===== src/rtl/vend_ctrl_multi_if.sv =====
// Coin, select, restock and change-handshake signals of the multi-item vending controller.
interface vend_ctrl_multi_if #(
  parameter int unsigned ITEM_W   = 2,
  parameter int unsigned CREDIT_W = 8
);
  logic                coin_valid;
  logic [1:0]          coin_sel;
  logic                sel_valid;
  logic [ITEM_W-1:0]   sel_item;
  logic                cancel;
  logic                restock_valid;
  logic [ITEM_W-1:0]   restock_item;
  logic                chg_ready;
  logic                chg_valid;
  logic [1:0]          chg_coin;
  logic                vend;
  logic [ITEM_W-1:0]   vend_item;
  logic                coin_reject;
  logic                sold_out;
  logic                short_credit;
  logic [CREDIT_W-1:0] credit;
  logic                busy;

  modport slave (
    input  coin_valid, coin_sel, sel_valid, sel_item, cancel,
           restock_valid, restock_item, chg_ready,
    output chg_valid, chg_coin, vend, vend_item, coin_reject,
           sold_out, short_credit, credit, busy
  );

  modport master (
    output coin_valid, coin_sel, sel_valid, sel_item, cancel,
           restock_valid, restock_item, chg_ready,
    input  chg_valid, chg_coin, vend, vend_item, coin_reject,
           sold_out, short_credit, credit, busy
  );
endinterface


===== src/rtl/vend_ctrl_multi.sv =====
// Multi-item vending controller: credit accumulator, per-item stock, cancel/refund and
// valid/ready change dispensing. Every output is driven straight from a register.
module vend_ctrl_multi #(
  parameter int unsigned NUM_ITEMS  = 4,
  parameter int unsigned ITEM_W     = 2,
  parameter int unsigned CREDIT_W   = 8,
  parameter int unsigned PRICE      = 10,
  parameter int unsigned MAX_CREDIT = 95,
  parameter int unsigned STOCK_W    = 4,
  parameter int unsigned STOCK_MAX  = 15
) (
  input logic              clk,
  input logic              reset,
  vend_ctrl_multi_if.slave bus
);
  localparam int unsigned SUM_W = CREDIT_W + 1;

  typedef enum logic [1:0] {
    IDLE   = 2'd0,
    VEND   = 2'd1,
    CHANGE = 2'd2
  } state_t;

  state_t              state_q, state_d;
  logic [CREDIT_W-1:0] credit_q, credit_d;
  logic [ITEM_W-1:0]   item_q, item_d;
  logic [STOCK_W-1:0]  stock_q [NUM_ITEMS];
  logic [STOCK_W-1:0]  stock_d [NUM_ITEMS];
  logic                vend_q, vend_d;
  logic                coin_reject_q, coin_reject_d;
  logic                sold_out_q, sold_out_d;
  logic                short_credit_q, short_credit_d;
  logic                chg_valid_q, chg_valid_d;
  logic [1:0]          chg_coin_q, chg_coin_d;
  logic                busy_q, busy_d;
  logic [SUM_W-1:0]    coin_sum;
  logic                sel_ok;

  // Coin code to TK: 00=5, 01=10, 10=20, 11=50
  function automatic logic [CREDIT_W-1:0] coin_value(input logic [1:0] code);
    logic [CREDIT_W-1:0] v;
    v = CREDIT_W'(5);
    case (code)
      2'b01:   v = CREDIT_W'(10);
      2'b10:   v = CREDIT_W'(20);
      2'b11:   v = CREDIT_W'(50);
      default: v = CREDIT_W'(5);
    endcase
    return v;
  endfunction

  // Largest change coin not exceeding the credit; credit is always a multiple of 5
  function automatic logic [1:0] greedy_coin(input logic [CREDIT_W-1:0] c);
    logic [1:0] code;
    if (c >= CREDIT_W'(20))      code = 2'b10;
    else if (c >= CREDIT_W'(10)) code = 2'b01;
    else                         code = 2'b00;
    return code;
  endfunction

  assign coin_sum = SUM_W'(credit_q) + SUM_W'(coin_value(bus.coin_sel));
  assign sel_ok   = (32'(bus.sel_item) < NUM_ITEMS) && (stock_q[bus.sel_item] != '0);

  // Next-state, credit, stock and pulse decode
  always_comb begin
    state_d        = state_q;
    credit_d       = credit_q;
    item_d         = item_q;
    stock_d        = stock_q;
    vend_d         = 1'b0;
    coin_reject_d  = 1'b0;
    sold_out_d     = 1'b0;
    short_credit_d = 1'b0;

    unique case (state_q)
      IDLE: begin
        if (bus.cancel) begin
          coin_reject_d = bus.coin_valid;
          if (credit_q != '0) state_d = CHANGE;
        end else if (bus.sel_valid) begin
          coin_reject_d = bus.coin_valid;
          if (!sel_ok) begin
            sold_out_d = 1'b1;
          end else if (credit_q < CREDIT_W'(PRICE)) begin
            short_credit_d = 1'b1;
          end else begin
            state_d = VEND;
            item_d  = bus.sel_item;
          end
        end else if (bus.coin_valid) begin
          if (coin_sum > SUM_W'(MAX_CREDIT)) coin_reject_d = 1'b1;
          else                               credit_d      = coin_sum[CREDIT_W-1:0];
        end
      end
      VEND: begin
        coin_reject_d   = bus.coin_valid;
        vend_d          = 1'b0;
        credit_d        = credit_q - CREDIT_W'(PRICE);
        stock_d[item_q] = stock_q[item_q] - STOCK_W'(1);
        state_d         = (credit_d != '0) ? CHANGE : IDLE;
      end
      CHANGE: begin
        coin_reject_d = bus.coin_valid;
        if (chg_valid_q && bus.chg_ready) begin
          credit_d = credit_q - coin_value(chg_coin_q);
          if (credit_d == '0) state_d = IDLE;
        end
      end
      default: state_d = IDLE;
    endcase

    // Applied after the vend decrement so a coincident restock of the same slot wins
    if (bus.restock_valid && (32'(bus.restock_item) < NUM_ITEMS))
      stock_d[bus.restock_item] = STOCK_W'(STOCK_MAX);

    vend_d      = (state_d == VEND);
    chg_valid_d = (state_d == CHANGE);
    chg_coin_d  = chg_valid_d ? greedy_coin(credit_d) : 2'b00;
    busy_d      = (state_d != IDLE);
  end

  always_ff @(posedge clk) begin
    if (reset) begin
      state_q        <= IDLE;
      credit_q       <= '0;
      item_q         <= '0;
      for (int i = 0; i < NUM_ITEMS; i++) stock_q[i] <= STOCK_W'(STOCK_MAX);
      vend_q         <= 1'b0;
      coin_reject_q  <= 1'b0;
      sold_out_q     <= 1'b0;
      short_credit_q <= 1'b0;
      chg_valid_q    <= 1'b0;
      chg_coin_q     <= 2'b00;
      busy_q         <= 1'b0;
    end else begin
      state_q        <= state_d;
      credit_q       <= credit_d;
      item_q         <= item_d;
      stock_q        <= stock_d;
      vend_q         <= vend_d;
      coin_reject_q  <= coin_reject_d;
      sold_out_q     <= sold_out_d;
      short_credit_q <= short_credit_d;
      chg_valid_q    <= chg_valid_d;
      chg_coin_q     <= chg_coin_d;
      busy_q         <= busy_d;
    end
  end

  assign bus.chg_valid    = chg_valid_q;
  assign bus.chg_coin     = chg_coin_q;
  assign bus.vend         = vend_q;
  assign bus.vend_item    = item_q;
  assign bus.coin_reject  = coin_reject_q;
  assign bus.sold_out     = sold_out_q;
  assign bus.short_credit = short_credit_q;
  assign bus.credit       = credit_q;
  assign bus.busy         = busy_q;
endmodule


===== src/flat_wrapper.sv =====
// flat-port wrapper written by rule: the top's interface ports become plain ports
module vend_ctrl_multi_flat 
#(
  parameter int unsigned NUM_ITEMS  = 4,
  parameter int unsigned ITEM_W     = 2,
  parameter int unsigned CREDIT_W   = 8,
  parameter int unsigned PRICE      = 10,
  parameter int unsigned MAX_CREDIT = 95,
  parameter int unsigned STOCK_W    = 4,
  parameter int unsigned STOCK_MAX  = 15
)
  (clk, reset, bus_coin_valid, bus_coin_sel, bus_sel_valid, bus_sel_item, bus_cancel, bus_restock_valid, bus_restock_item, bus_chg_ready, bus_chg_valid, bus_chg_coin, bus_vend, bus_vend_item, bus_coin_reject, bus_sold_out, bus_short_credit, bus_credit, bus_busy);
  vend_ctrl_multi_if #(.ITEM_W(ITEM_W), .CREDIT_W(CREDIT_W)) bus_i ();
  input logic clk;
  input logic reset;
  input wire logic [$bits(bus_i.coin_valid)-1:0] bus_coin_valid;
  input wire logic [$bits(bus_i.coin_sel)-1:0] bus_coin_sel;
  input wire logic [$bits(bus_i.sel_valid)-1:0] bus_sel_valid;
  input wire logic [$bits(bus_i.sel_item)-1:0] bus_sel_item;
  input wire logic [$bits(bus_i.cancel)-1:0] bus_cancel;
  input wire logic [$bits(bus_i.restock_valid)-1:0] bus_restock_valid;
  input wire logic [$bits(bus_i.restock_item)-1:0] bus_restock_item;
  input wire logic [$bits(bus_i.chg_ready)-1:0] bus_chg_ready;
  output wire logic [$bits(bus_i.chg_valid)-1:0] bus_chg_valid;
  output wire logic [$bits(bus_i.chg_coin)-1:0] bus_chg_coin;
  output wire logic [$bits(bus_i.vend)-1:0] bus_vend;
  output wire logic [$bits(bus_i.vend_item)-1:0] bus_vend_item;
  output wire logic [$bits(bus_i.coin_reject)-1:0] bus_coin_reject;
  output wire logic [$bits(bus_i.sold_out)-1:0] bus_sold_out;
  output wire logic [$bits(bus_i.short_credit)-1:0] bus_short_credit;
  output wire logic [$bits(bus_i.credit)-1:0] bus_credit;
  output wire logic [$bits(bus_i.busy)-1:0] bus_busy;
  assign bus_i.coin_valid = bus_coin_valid;
  assign bus_i.coin_sel = bus_coin_sel;
  assign bus_i.sel_valid = bus_sel_valid;
  assign bus_i.sel_item = bus_sel_item;
  assign bus_i.cancel = bus_cancel;
  assign bus_i.restock_valid = bus_restock_valid;
  assign bus_i.restock_item = bus_restock_item;
  assign bus_i.chg_ready = bus_chg_ready;
  assign bus_chg_valid = bus_i.chg_valid;
  assign bus_chg_coin = bus_i.chg_coin;
  assign bus_vend = bus_i.vend;
  assign bus_vend_item = bus_i.vend_item;
  assign bus_coin_reject = bus_i.coin_reject;
  assign bus_sold_out = bus_i.sold_out;
  assign bus_short_credit = bus_i.short_credit;
  assign bus_credit = bus_i.credit;
  assign bus_busy = bus_i.busy;
  vend_ctrl_multi #(.NUM_ITEMS(NUM_ITEMS), .ITEM_W(ITEM_W), .CREDIT_W(CREDIT_W), .PRICE(PRICE), .MAX_CREDIT(MAX_CREDIT), .STOCK_W(STOCK_W), .STOCK_MAX(STOCK_MAX)) u_core (.clk(clk), .reset(reset), .bus(bus_i));
endmodule

===== config.mk =====
export PLATFORM = sky130hd
export DESIGN_NAME = vend_ctrl_multi_flat
export DESIGN_NICKNAME = d
export VERILOG_FILES = /design/src/rtl/vend_ctrl_multi_if.sv /design/src/rtl/vend_ctrl_multi.sv /design/src/flat_wrapper.sv
export SDC_FILE = /design/constraint.sdc
export NUM_CORES = 1
export LEC_CHECK = 0
export ABC_CLOCK_PERIOD_IN_PS = 4200
export CORE_ASPECT_RATIO = 1.5
export CORE_UTILIZATION = 57
export CTS_CLUSTER_SIZE = 40
export DETAILED_ROUTE_END_ITERATION = 16
export GPL_TIMING_DRIVEN = 0
export PLACE_DENSITY = 0.91
export SLEW_MARGIN = 5
export SYNTH_ARGS = -nofsm -noshare
export SYNTH_HDL_FRONTEND = slang
export SYNTH_SLANG_ARGS = --single-unit

===== constraint.sdc =====
create_clock -name clk -period 4.2 [get_ports clk]
set_clock_uncertainty 0.15 [all_clocks]
set_input_delay 0.63 -clock clk [delete_from_list [all_inputs] [get_ports clk]]
set_output_delay 0.63 -clock clk [all_outputs]
set_load 0.05 [all_outputs]

==> impl_results.md <==
* GRT overflow at 0
* RR Startpoint: u_core.bus.credit[1]
* Antenna-violating nets left at 0
* Initial Util at 58.7%
* WP data required at 4.24 ns
* Total Routed Length at 8080 um
* CTS Hold Bufs at 0
* Hold Violations, Final at 0
* Switching Share at 46.5%
* FF-to-FF setup slack at 0.32 ns
* Critical Path AT at 3.92 ns
* Rel. slew slack at 59.8%
* Startpoint Class: flop
* Worst-Skew Late Latency at 0.29 ns
* Share of Yosys cell area claimed by the top area cell type at 25.5%
* Mapped Nets at 384
* Port Buf Inserts at 29
* Gp weighted congestion at 0.976
* Tmin final at 3.88 ns
* Wire per inst at 17.7 um
* Number of synthesized flops with an enable pin at 0
* CTS tree: built
* Cell Int Power at 962 uW
* Critical Setup Path Class: reg2reg
* Ys flop type: dfxtp_1
* Core area at 4810 um^2
* Worst-path clk slew at 0.08 ns
* Worst Path Buf+Inv at 2
* Crit-path leading delay family: compound AO/OA/AOI/OAI gates
* Fin crit share at 92.3%
* Final Setup Violations at 0
* Peak supply drop at 0.291 mV
* Max Slew Vio Count at 0
* Max-Cap Viols at 0
* Crit-path cells: inv_1 > fa_1 > nand2b_1 > a21oi_2 > o21ai_0 > or3_1 > buf_6 > and3_4 > mux2_4 > a221oi_4 > nand2_2 > o31a_1
* Avg Vias per Cell at 6.40
* 1st-iter DRT viols at 240
* Synth area leaders: dfxtp_1 (26%), ha_1 (7.5%), nand2_1 (6.3%)
* Hold WC Path Type: reg2reg
* Nets at 421
* Max Freq at 0.258 GHz
* Async set or reset register ratio after synthesis at 0%
* Largest net degree at the start of global routing at 13
* Mapped cell area at 2820 um^2
* Share of power burned in registers at 24.9%
* ANT cells at 0
* CTS root buffer: clkbuf_8
* GRT Util Overall at 33.3%
* Sinks on Clock Net at 36
* RSZ-0062 raised after global routing: no
* Post-Synthesis Cells at 352
* Max FO, Critical Path at 10
* Post-synthesis cell type count at 65
* Final HPWL DP at 6150 um
* Initial antenna violation count at 0
* Clk network pwr share at 17.2%
* Endpoint class of the critical path: flop
* Worst Tran Pin Value at 0.603 ns
* Iteration count of the initial detailed-routing pass at 5
* Critical path's slowest cell: dfxtp_1
* I/O pin count at 31
* CP max stage delay at 0.64 ns
* Cell taking the most area after synthesis: dfxtp_1
* DIE AREA at 5240 um^2
* Residual DRC at 0
* Status: finished clean
* Sequential area share after synthesis at 25.5%
* P_sw at 835 uW
* Seq cells post-synth at 36
* Die Y at 88.2 um
* Syn. warnings at 0
* Combinational Power Share at 57.9%
* Site row count at 31
* First-pass GRT wire length at 13100 um
* Power Density at 539 nW/um^2
* Layout area overhead at 18.1%
* Hold Path Origin: u_core.stock_q[11]
* Final setup margin at 0.322 ns
* Num CTS Buffers at 5
* Die width at 59.5 um
* Htree depth at 2
* Static leakage at 1.33 nW
* Via count at 2918
* Layout cells sized above 1 at 8.46%
* Syn avg cell area at 8.02 um^2
* Hold_ws at 0.364 ns
* DP Worst Slack at -0.441 ns
* Vias in the first global route at 2820
* Bufs on Longest Clock Path at 2
* Critical Path Start: u_core.bus.credit[1]
## layout by cell type, fill, tap and decap left out, types with 3 or more instances in the layout
master / n
nand2_1: 47
dfxtp_1: 36
clkdlybuf4s50_1: 27
nor2_1: 25
inv_1: 24
o21ai_0: 19
a21oi_1: 18
ha_1: 17
clkbuf_1: 13
o211ai_1: 13
nor2b_1: 8
nor3_1: 8
xnor2_1: 8
xor2_1: 7
a31oi_1: 6
nor4_1: 5
clkbuf_8: 5
mux4_2: 4
a21o_1: 4
nand3_1: 4
or3_1: 4
mux2i_1: 4
o21a_1: 3
nand2b_1: 3
or2_2: 3
and4_1: 3
and3_1: 3
nand4_1: 3
o221ai_1: 3
o31ai_1: 3
nand3b_1: 3
or4_1: 3
## power groups by stage
stage | Combinational [mW] | Clock [mW] | Sequential, mW
floorplan | 0.641 | 0 | 0.553
global placement | 0.983 | 0 | 0.449
detailed placement | 1.01 | 0 | 0.452
CTS | 1.02 | 0.308 | 0.445
global route | 1.13 | 0.322 | 0.451
finish | 1.04 | 0.309 | 0.448
## Yosys cell counts, drive strengths merged (2+ instances only)
| library cell | number |
|---|---|
| nand2 | 48 |
| dfxtp | 36 |
| nor2 | 25 |
| inv | 24 |
| o21ai | 20 |
| a21oi | 19 |
| ha | 17 |
| clkbuf | 13 |
| o211ai | 13 |
| nor2b | 8 |
| nor3 | 8 |
| xnor2 | 8 |
| xor2 | 7 |
| a31oi | 6 |
| mux2i | 5 |
| nor4 | 5 |
| a211oi | 4 |
| a21o | 4 |
| and3 | 4 |
| mux4 | 4 |
| nand3 | 4 |
| or3 | 4 |
| and4 | 3 |
| buf | 3 |
| nand2b | 3 |
| nand3b | 3 |
| nand4 | 3 |
| nor3b | 3 |
| nor4b | 3 |
| o21a | 3 |
| o221ai | 3 |
| o31a | 3 |
| o31ai | 3 |
| or2 | 3 |
| or4 | 3 |
| a21boi | 2 |
| a41o | 2 |
| a41oi | 2 |
| and2 | 2 |
| fa | 2 |
| o2bb2ai | 2 |
## path summary, 6_finish.rpt
path,to,depth (start not counted)
min reg2reg,u_core.stock_q[11],2
min,u_core.stock_q[11],2
max reg2reg,u_core.bus.chg_coin[1],12
max,u_core.bus.chg_coin[1],12
## cells by family after synthesis
logic type	count (synthesis)	share of synthesized area [%]
DFF	36	25.5
AOI/OAI and AO/OA	98	24.5
adders and majority gates	19	8.95
and+or+nand+nor	134	24.8
buffers and inverters	40	5.63
muxes	10	5.94
xor gates and xnor gates	15	4.65
## per-layer routing
layer	track usage (%)	vias up	wire length, um
met2	60.0	138	4260
met4	22.1	0	450
met5	0	-	0
li1	-	1364	-
met3	5.76	39	402
met1	34.3	1377	2960
## flip-flops by register name (all words and copies together) (netlist names)
register / cells
u_core.bus.busy: 1
u_core.state_q: 2
u_core.bus.vend_item: 2
u_core.bus.credit: 8
u_core.bus.short_credit: 1
u_core.bus.chg_valid: 1
u_core.bus.coin_reject: 1
u_core.bus.sold_out: 1
u_core.bus.chg_coin: 2
u_core.stock_q: 16
u_core.bus.vend: 1
## timing repair
item                                    CTS  global route
endpoints found under the setup margin    2             2
resized for setup                         2             3
setup buffers                             1             0
hold endpoints to repair                  0             0
pin swaps                                 1             0
## worst min-delay path: stages (launching register included)
cell and delay [ns]:
dfxtp_1 0.33, nand2_1 0.06, o211ai_1 0.07
## layout make-up
type	count	area, um^2
fillers	409	1480
well taps	66	82.6
plain buffers	16	68.8
inverters	24	90.1
clock buffers	5	68.8
repair buffers	30	303
clock inverters	3	42.5
flip-flops and latches	36	721
multi-input cells	276	1960
## through the flow
step | power, mW | instance area, um^2 | utilization, % | TNS, ns | std cells
2_1_floorplan | 1.19 | 2820 | - | 0 | 352
3_3_place_gp | 1.43 | 3200 | 66.4 | -0.769 | 447
3_5_place_dp | 1.46 | 3200 | 66.4 | -1.07 | 447
4_1_cts | 1.77 | 3320 | 69.1 | 0 | 456
5_1_grt | 1.91 | 3330 | 69.3 | 0 | 456
6_report | 1.80 | 3330 | 69.3 | 0 | 456
(Power assumes the default switching activity.)
